$ cat src/rtl/onchip_mem_pkg.sv
// Shared types and sizes for the two-master on-chip memory arbiter.
// Memory geometry, owner state encoding and the read-return tag layout.
package onchip_mem_pkg;

   localparam int ADDR_W = 15;
   localparam int DATA_W = 16;
   localparam int BE_W   = DATA_W / 8;
   localparam int HOLD_W = 4;

   typedef enum logic [1:0] {
      IDLE = 2'd0,
      OWN0 = 2'd1,
      OWN1 = 2'd2
   } owner_t;

   typedef struct packed {
      logic valid;
      logic id;
   } rd_tag_t;

endpackage

$ cat src/rtl/onchip_memory_arbiter_rd_tag_pipe.sv
// Read-return tag delay line: one stage per cycle of memory read latency,
// so each tag emerges exactly when its read data appears on mem_readdata.
module rd_tag_pipe
   import onchip_mem_pkg::*;
#(
   parameter int READ_LATENCY = 1
) (
   input  logic    clk,
   input  logic    flush,
   input  rd_tag_t tag_in,
   output rd_tag_t tag_out
);

   for (genvar gi = 0; gi < READ_LATENCY; gi++) begin : g_stage
      rd_tag_t stage_q;
      rd_tag_t stage_d;

      if (gi == 0) begin : g_head
         always_comb stage_d = tag_in;
      end else begin : g_body
         always_comb stage_d = g_stage[gi-1].stage_q;
      end

      always_ff @(posedge clk) begin
         if (flush) begin
            stage_q <= '0;
         end else begin
            stage_q <= stage_d;
         end
      end
   end

   assign tag_out = g_stage[READ_LATENCY-1].stage_q;

endmodule

$ cat src/rtl/onchip_memory_arbiter.sv
// Two-master Avalon-MM arbiter for a single-port on-chip RAM: round-robin
// with a bounded hold window, zero-latency issue, tagged read return.
module onchip_memory_arbiter #(
   parameter int ADDR_W       = onchip_mem_pkg::ADDR_W,
   parameter int DATA_W       = onchip_mem_pkg::DATA_W,
   parameter int BE_W         = onchip_mem_pkg::BE_W,
   parameter int READ_LATENCY = 1,
   parameter int MAX_HOLD     = 4
) (
   input  logic              clk,
   input  logic              reset,
   input  logic [ADDR_W-1:0] m0_address,
   input  logic [BE_W-1:0]   m0_byteenable,
   input  logic              m0_read,
   input  logic              m0_write,
   input  logic [DATA_W-1:0] m0_writedata,
   output logic              m0_waitrequest,
   output logic [DATA_W-1:0] m0_readdata,
   output logic              m0_readdatavalid,
   input  logic [ADDR_W-1:0] m1_address,
   input  logic [BE_W-1:0]   m1_byteenable,
   input  logic              m1_read,
   input  logic              m1_write,
   input  logic [DATA_W-1:0] m1_writedata,
   output logic              m1_waitrequest,
   output logic [DATA_W-1:0] m1_readdata,
   output logic              m1_readdatavalid,
   output logic [ADDR_W-1:0] mem_address,
   output logic [BE_W-1:0]   mem_byteenable,
   output logic              mem_chipselect,
   output logic              mem_write,
   output logic [DATA_W-1:0] mem_writedata,
   input  logic [DATA_W-1:0] mem_readdata
);
   import onchip_mem_pkg::*;

   localparam logic [HOLD_W-1:0] HOLD_LAST = HOLD_W'(MAX_HOLD - 1);

   owner_t            owner_q, owner_d;
   logic              last_q, last_d;
   logic [HOLD_W-1:0] hold_q, hold_d;
   logic [1:0]        req;
   logic              own_id;
   logic              gnt_valid;
   logic              gnt_id;
   logic              issue;
   logic              gnt_rd;
   rd_tag_t           tag_in;
   rd_tag_t           tag_out;

   always_comb begin
      req       = {m1_read | m1_write, m0_read | m0_write};
      own_id    = (owner_q == OWN1);
      owner_d   = IDLE;
      hold_d    = '0;
      last_d    = last_q;
      gnt_valid = 1'b0;
      gnt_id    = 1'b0;

      // The owner keeps the port until its window runs out while the other waits.
      if (owner_q != IDLE && req[own_id] && (hold_q != HOLD_LAST || !req[~own_id])) begin
         gnt_valid = 1'b1;
         gnt_id    = own_id;
         hold_d    = (hold_q == HOLD_LAST) ? hold_q : hold_q + 1'b1;
      end else if (owner_q != IDLE && req[~own_id]) begin
         gnt_valid = 1'b1;
         gnt_id    = ~own_id;
      end else if (owner_q == IDLE && req != 2'b00) begin
         gnt_valid = 1'b1;
         gnt_id    = (req == 2'b11) ? ~last_q : req[1];
      end

      if (gnt_valid) begin
         owner_d = gnt_id ? OWN1 : OWN0;
         last_d  = gnt_id;
      end
   end

   always_ff @(posedge clk) begin
      if (reset) begin
         owner_q <= IDLE;
         last_q  <= 1'b1;
         hold_q  <= '0;
      end else begin
         owner_q <= owner_d;
         last_q  <= last_d;
         hold_q  <= hold_d;
      end
   end

   always_comb begin
      issue          = gnt_valid & ~reset;
      mem_chipselect = issue;
      mem_address    = gnt_id ? m1_address    : m0_address;
      mem_byteenable = gnt_id ? m1_byteenable : m0_byteenable;
      mem_writedata  = gnt_id ? m1_writedata  : m0_writedata;
      mem_write      = issue & (gnt_id ? m1_write : m0_write);
      // Write has priority when a master raises read and write together.
      gnt_rd         = issue & (gnt_id ? (m1_read & ~m1_write) : (m0_read & ~m0_write));
      m0_waitrequest = reset | (req[0] & ~(issue & ~gnt_id));
      m1_waitrequest = reset | (req[1] & ~(issue &  gnt_id));
      tag_in.valid   = gnt_rd;
      tag_in.id      = gnt_id;
   end

   rd_tag_pipe #(
      .READ_LATENCY(READ_LATENCY)
   ) u_rd_tag_pipe (
      .clk    (clk),
      .flush  (reset),
      .tag_in (tag_in),
      .tag_out(tag_out)
   );

   assign m0_readdatavalid = ~reset & tag_out.valid & ~tag_out.id;
   assign m1_readdatavalid = ~reset & tag_out.valid &  tag_out.id;
   assign m0_readdata      = mem_readdata;
   assign m1_readdata      = mem_readdata;

endmodule

$ cat config.mk
export PLATFORM = sky130hd
export DESIGN_NAME = onchip_memory_arbiter
export DESIGN_NICKNAME = d
export VERILOG_FILES = /design/src/rtl/onchip_mem_pkg.sv /design/src/rtl/onchip_memory_arbiter_rd_tag_pipe.sv /design/src/rtl/onchip_memory_arbiter.sv
export SDC_FILE = /design/constraint.sdc
export NUM_CORES = 1
export LEC_CHECK = 0
export BUFFER_PORTS_ARGS = -buffer_cell sky130_fd_sc_hd__buf_2
export CAP_MARGIN = 0
export CORE_AREA = 5 5 70 72
export DETAILED_ROUTE_END_ITERATION = 8
export DIE_AREA = 0 0 75 77
export HOLD_SLACK_MARGIN = 0.12
export PLACE_DENSITY = 0.78
export SETUP_SLACK_MARGIN = 0.05
export SYNTH_ARGS = -nofsm -noshare
export SYNTH_HDL_FRONTEND = slang
export SYNTH_SLANG_ARGS = --single-unit
$ cat constraint.sdc
create_clock -name clk -period 2.55 [get_ports clk]
set_input_delay 0.255 -clock clk [delete_from_list [all_inputs] [get_ports clk]]
set_output_delay 0.255 -clock clk [all_outputs]
set_load 0.01 [all_outputs]
# Yosys cells after proc, flatten, opt, wreduce, memory -nomap -nowiden
# Cells that the tools add are included.
[op_classes] n_eq_ne=4 mux=17 order_cmp=2 bitwise=27 n_reduce_logical=11 add_sub_neg=1
[ops] cell="$mux 16" n=1
[ops] cell="$mux 15" n=1
[ops] cell="$mux 1" n=13
[ops] cell="$and 1x1->1" n=12
[ops] cell="$not 1->1" n=11
[ops] cell="$add 4x1->4 const B" n=1
[ops] cell="$eq 2x2->1 const B" n=2
[ops] cell="$eq 4x2->1 const B" n=1
[ops] cell="$logic_and 1x1->1" n=4
[ops] cell="$lt 1x2->1 const B" n=2
[ops] cell="$mux 2" n=2
[ops] cell="$ne 4x2->1 const B" n=1
[ops] cell="$or 1x1->1" n=4
[ops] cell="$reduce_bool 2->1" n=2
[ops] cell="$reduce_or 2->1" n=2
[ops] cell="$logic_not 2->1" n=1
[ops] cell="$logic_not 1->1" n=1
[ops] cell="$logic_or 1x1->1" n=1
[word_totals] out_inout_bits=71 elab_cells=67 regBits=9 in_bits=88

# Logic depth before layout (Yosys ltp)
[depth] depth_word=13 ltp_mapped=6

# Hierarchy
# A second synthesis with hierarchy kept.
[unflattened] hier_cells=131 area_unflattened_um2=1327.5
[modules_own_cells] module="onchip_memory_arbiter" area_each_um2=1275.0 seq_area_each_um2=140.1 instances=1 cells_each=127
[modules_own_cells] module="rd_tag_pipe" area_each_um2=52.6 seq_area_each_um2=40.0 instances=1 cells_each=4

# Least setup slack after synthesis
# Ideal clock, no wire load.
[synth_path] path_kind="flip-flop to output port" start="register hold_q[0]" end="output mem_address[0]" slack_ps=519 path_stages_with_launch=7 arrival_ps=1776 path_cell_list="dfxtp_1 > ha_1 > nor4bb_2 > o311ai_4 > o21ai_4 > buf_12 > mux2_4"
[synth_between] elab_chain_len=5
[synth_rtl] item="start, declared" line_no="onchip_memory_arbiter.sv:41" rtl="logic [HOLD_W-1:0] hold_q, hold_d;"
[synth_rtl] item="start signal, assigned" line_no="onchip_memory_arbiter.sv:87" rtl="hold_q <= hold_d;"
[synth_rtl] item="$ne 4x2->1" line_no="onchip_memory_arbiter.sv:61" rtl="if (owner_q != IDLE && req[own_id] && (hold_q != HOLD_LAST || !req[~own_id])) begin"
[synth_rtl] item="$logic_or 1x1->1" line_no="onchip_memory_arbiter.sv:61"
[synth_rtl] item="$logic_and 1x1->1" line_no="onchip_memory_arbiter.sv:61"
[synth_rtl] item="$mux 1" line_no="onchip_memory_arbiter.sv:61"
[synth_rtl] item="$mux 15" line_no="onchip_memory_arbiter.sv:94" rtl="mem_address = gnt_id ? m1_address : m0_address;"
[synth_rtl] item="end, declared" line_no="onchip_memory_arbiter.sv:28" rtl="output logic [ADDR_W-1:0] mem_address,"
# Every way passes these cells.

# Worst setup path after layout
[layout_path] start="register hold_q[0]" end="output mem_address[13]"
# Same word-level chain as after synthesis.

==> metrics.md <==
| Metric | Value |
|---|---|
| Status | `finished, final reports clean` |
| Int Power | `480 µW` |
| First-pass GRT wire length | `5750 µm` |
| Sequential share of power | `0.227` |
| RSZ-0062 raised after global routing | `true` |
| Area growth syn-to-layout | `30.8%` |
| Worst setup SP type | `flip-flop` |
| CP arrival | `2120 ps` |
| Overall power | `between 700 and 800 µW` |
| Share of the synthesized area in the top cell type | `0.297` |
| Final Cell Area | `around 1700 µm²` |
| Flops & latches, synth | `9` |
| Hold WC Path Type | `in -> reg` |
| Worst flop-to-flop path endpoint | `hold_q[2]` |
| Dpl cell area | `1640 µm²` |
| Synth Area in Compound Gates | `0.123` |
| Worst slack at placement | `150 ps` |
| Worst Setup End Kind | `output pin` |
| Final wirelength | `3840 µm` |
| Simple-gate area share of the yosys netlist | `0.0999` |
| Max-Cap Viols | `0` |
| Core area | `4230 µm²` |
| Largest net degree at the start of global routing | `19` |
| Crit Path Class | `reg -> out` |
| Setup violators final | `0` |
| Worst hold stages | `2` |
| Adder-cell share of the synthesized area | `0.00951` |
| NetSw | `approximately 230 µW` |
| Switching Fraction | `0.324` |
| DR DRC count | `0` |
| Buffers on Ports | `110` |
| Die Area | `5780 µm²` |
| Post-route insts no fill | `260` |
| Mux contribution to synthesized area | `0.381` |
| I/O pin count | `around 160` |
| Crit path max fanout | `18` |
| R2R Path Start | `hold_q[0]` |
| Initial antenna violation count | `0` |
| Slew Limit Headroom | `0.576` |
| Min-delay src | `reset` |
| GR Overflow Total | `0` |
| Post-synth top area cell | `mux2_4` |
| Clk pwr share | `0.234` |
| Synth Flop Type | `dfxtp_1` |
| Vias in the first global route | `1,322` |
| Final ANT Viol Nets | `0` |
| Clock sink count | `9` |
| Final worst path period need | `2370 ps` |
| Peak supply drop | `around 0.27 mV` |
| Fmax | `421 MHz` |
| Routed len/inst | `around 15 µm` |
| End-of-flow core utilization | `0.406` |
| Initial DRC Count | `16` |
| R2r setup slk | `670 ps` |
| Yosys Warn Count | `0` |
| Root Buffer | `clkbuf_8` |
| Fin nets | `298` |
| GRT Total Usage | `0.125` |
| Hold Vio Cnt, Final | `0` |
| Placer Congestion | `0.796` |
| Most frequent cell after synthesis | `buf_4` |
| Yosys cell types | `34` |
| Comb pwr share | `0.539` |
| WHS | `329 ps` |
| CTS tree | `yes` |
| CTS max path bufs | `2` |
| Placed Cells | `253` |
| # H-tree levels | `1` |
| Worst Tran Pin Value | `635 ps` |
| Fill count | `423` |
| PwrDens | `413 nW/µm²` |
| Via density | `4.82` |
| Layout cells sized above 1 | `0.764` |
| FP Rows | `24` |
| TritonCTS Buffers | `3` |
| Setup TNS | `0 ps` |
| Clk Latency, worst-skew pair | `230 ps` |
| Initial Util | `0.311` |
| Worst Clk Skew | `between 0.3 and 0.4 ps` |
| Leakage | `just over 0.9 nW` |
| Avg Inst Size Synth | `10.2 µm²` |
| Largest family of logic cells by synthesized area | `multiplexers` |
| Diode count | `0` |
| Synth Cell Area | `between 1000 and 1500 µm²` |
| Drt pass-1 iters | `4` |
| PnR worst setup slack | `177 ps` |
| Period utilization | `0.931` |
| DP Wirelength | `3260 µm` |
| Net Count, Synth | `roughly 220` |
| Via count | `1,253` |
| Cell count after synthesis | `129` |
| WHS Endpoint | `u_rd_tag_pipe.tag_out[0]` |
| Worst path required time | `2300 ps` |
| Synth area leaders | `mux2_4 30%, buf_4 18%, dfxtp_1 14%` |
| Die Wd | `75 µm` |
| Number of flops mapped to enable cells by yosys | `0` |
| Sequential element share of the synthesized area | `0.137` |
| XOR/XNOR share of the synthesized area | `0.00666` |
| R2R cell count | `5` |
| CTS clock-pin slew for the worst setup and hold paths | `40 ps` |
| Max Slew Vio Count | `0` |
| Die span in y | `77 µm` |
| Async SR Flop Fraction | `0` |
| Top cells by count, synth | `32 x buf_4, 26 x mux2_4, 9 x dfxtp_1, 8 x mux2_2, 6 x nor2_1` |
[worst max-delay path: stages, from the launching register on]
cell      delay, ps
dfxtp_1         370
ha_2            230
nor4bb_4        290
o311ai_4        170
o21ai_4         130
buf_12          210
mux2_2          340
buf_2           140
[flip-flops by register name (all words and copies together) (netlist names)]
| name | cells |
|---|---|
| hold_q | 4 |
| owner_q | 2 |
| u_rd_tag_pipe.tag_out | 2 |
| last_q | 1 |
[cells in the final DEF (no fill, tap or decap), types with 2 or more instances in the layout]
master      n
buf_2     110
mux2_4     26
dfxtp_1     9
mux2_2      8
nor2_1      6
a21oi_1     4
nor3_1      4
buf_4       4
nand2_1     3
o21bai_1    3
clkbuf_8    3
o21ai_0     2
nor3b_1     2
a211oi_1    2
a31oi_1     2
mux2i_1     2
[area by class of cell]
cell class	instances	area (µm²)	share of cell area
timing repair buffer	115	601	0.349
tap	52	65.1	0.0378
clock buffer	4	45.0	0.0262
multi-input combinational	79	826	0.480
sequential	9	180	0.105
inverter	1	3.75	0.00218
[power by group through the flow]
stage | Sequential, mW | Combinational [mW] | Clock (mW)
floorplan | 0.157 | 0.311 | 0
global placement | 0.163 | 0.374 | 0
finish | 0.161 | 0.383 | 0.166
detailed placement | 0.163 | 0.380 | 0
CTS | 0.161 | 0.388 | 0.169
global route | 0.163 | 0.413 | 0.175
[layer usage]
metal,share of wire,up-vias,global-route usage
met1,0.35,564,0.129
met3,0.12,12,0.0366
met2,0.50,85,0.216
met4,0.024,0,0.0712
li1,-,592,-
met5,0,-,0
[kinds of logic after synthesis]
| family | Yosys count |
|---|---|
| compound gates | 19 |
| mux | 36 |
| flops | 9 |
| fa+ha+maj | 1 |
| simple gates | 22 |
| buf+inv | 41 |
| xor+xnor | 1 |
[worst max path at each step]
| stage | depth (start not counted) | to | start |
|---|---|---|---|
| 4_1_cts | 7 | mem_address[10] | hold_q[0] |
| 2_1_floorplan | 6 | mem_address[0] | hold_q[0] |
| 3_3_place_gp | 7 | mem_address[9] | hold_q[0] |
| 3_5_place_dp | 7 | mem_address[10] | hold_q[0] |
| 6_report | 7 | mem_address[13] | hold_q[0] |
| 5_1_grt | 7 | mem_address[13] | hold_q[0] |
[repair_timing]
item                                   in CTS  in global routing
gates cloned                                0                  0
setup buffers                               2                  1
resized for setup                           1                  1
endpoints found under the hold margin       0                  0
setup endpoints to repair                  24                 33
hold buffers                                0                  0
Note: power is estimated with default switching activity, not from simulation.
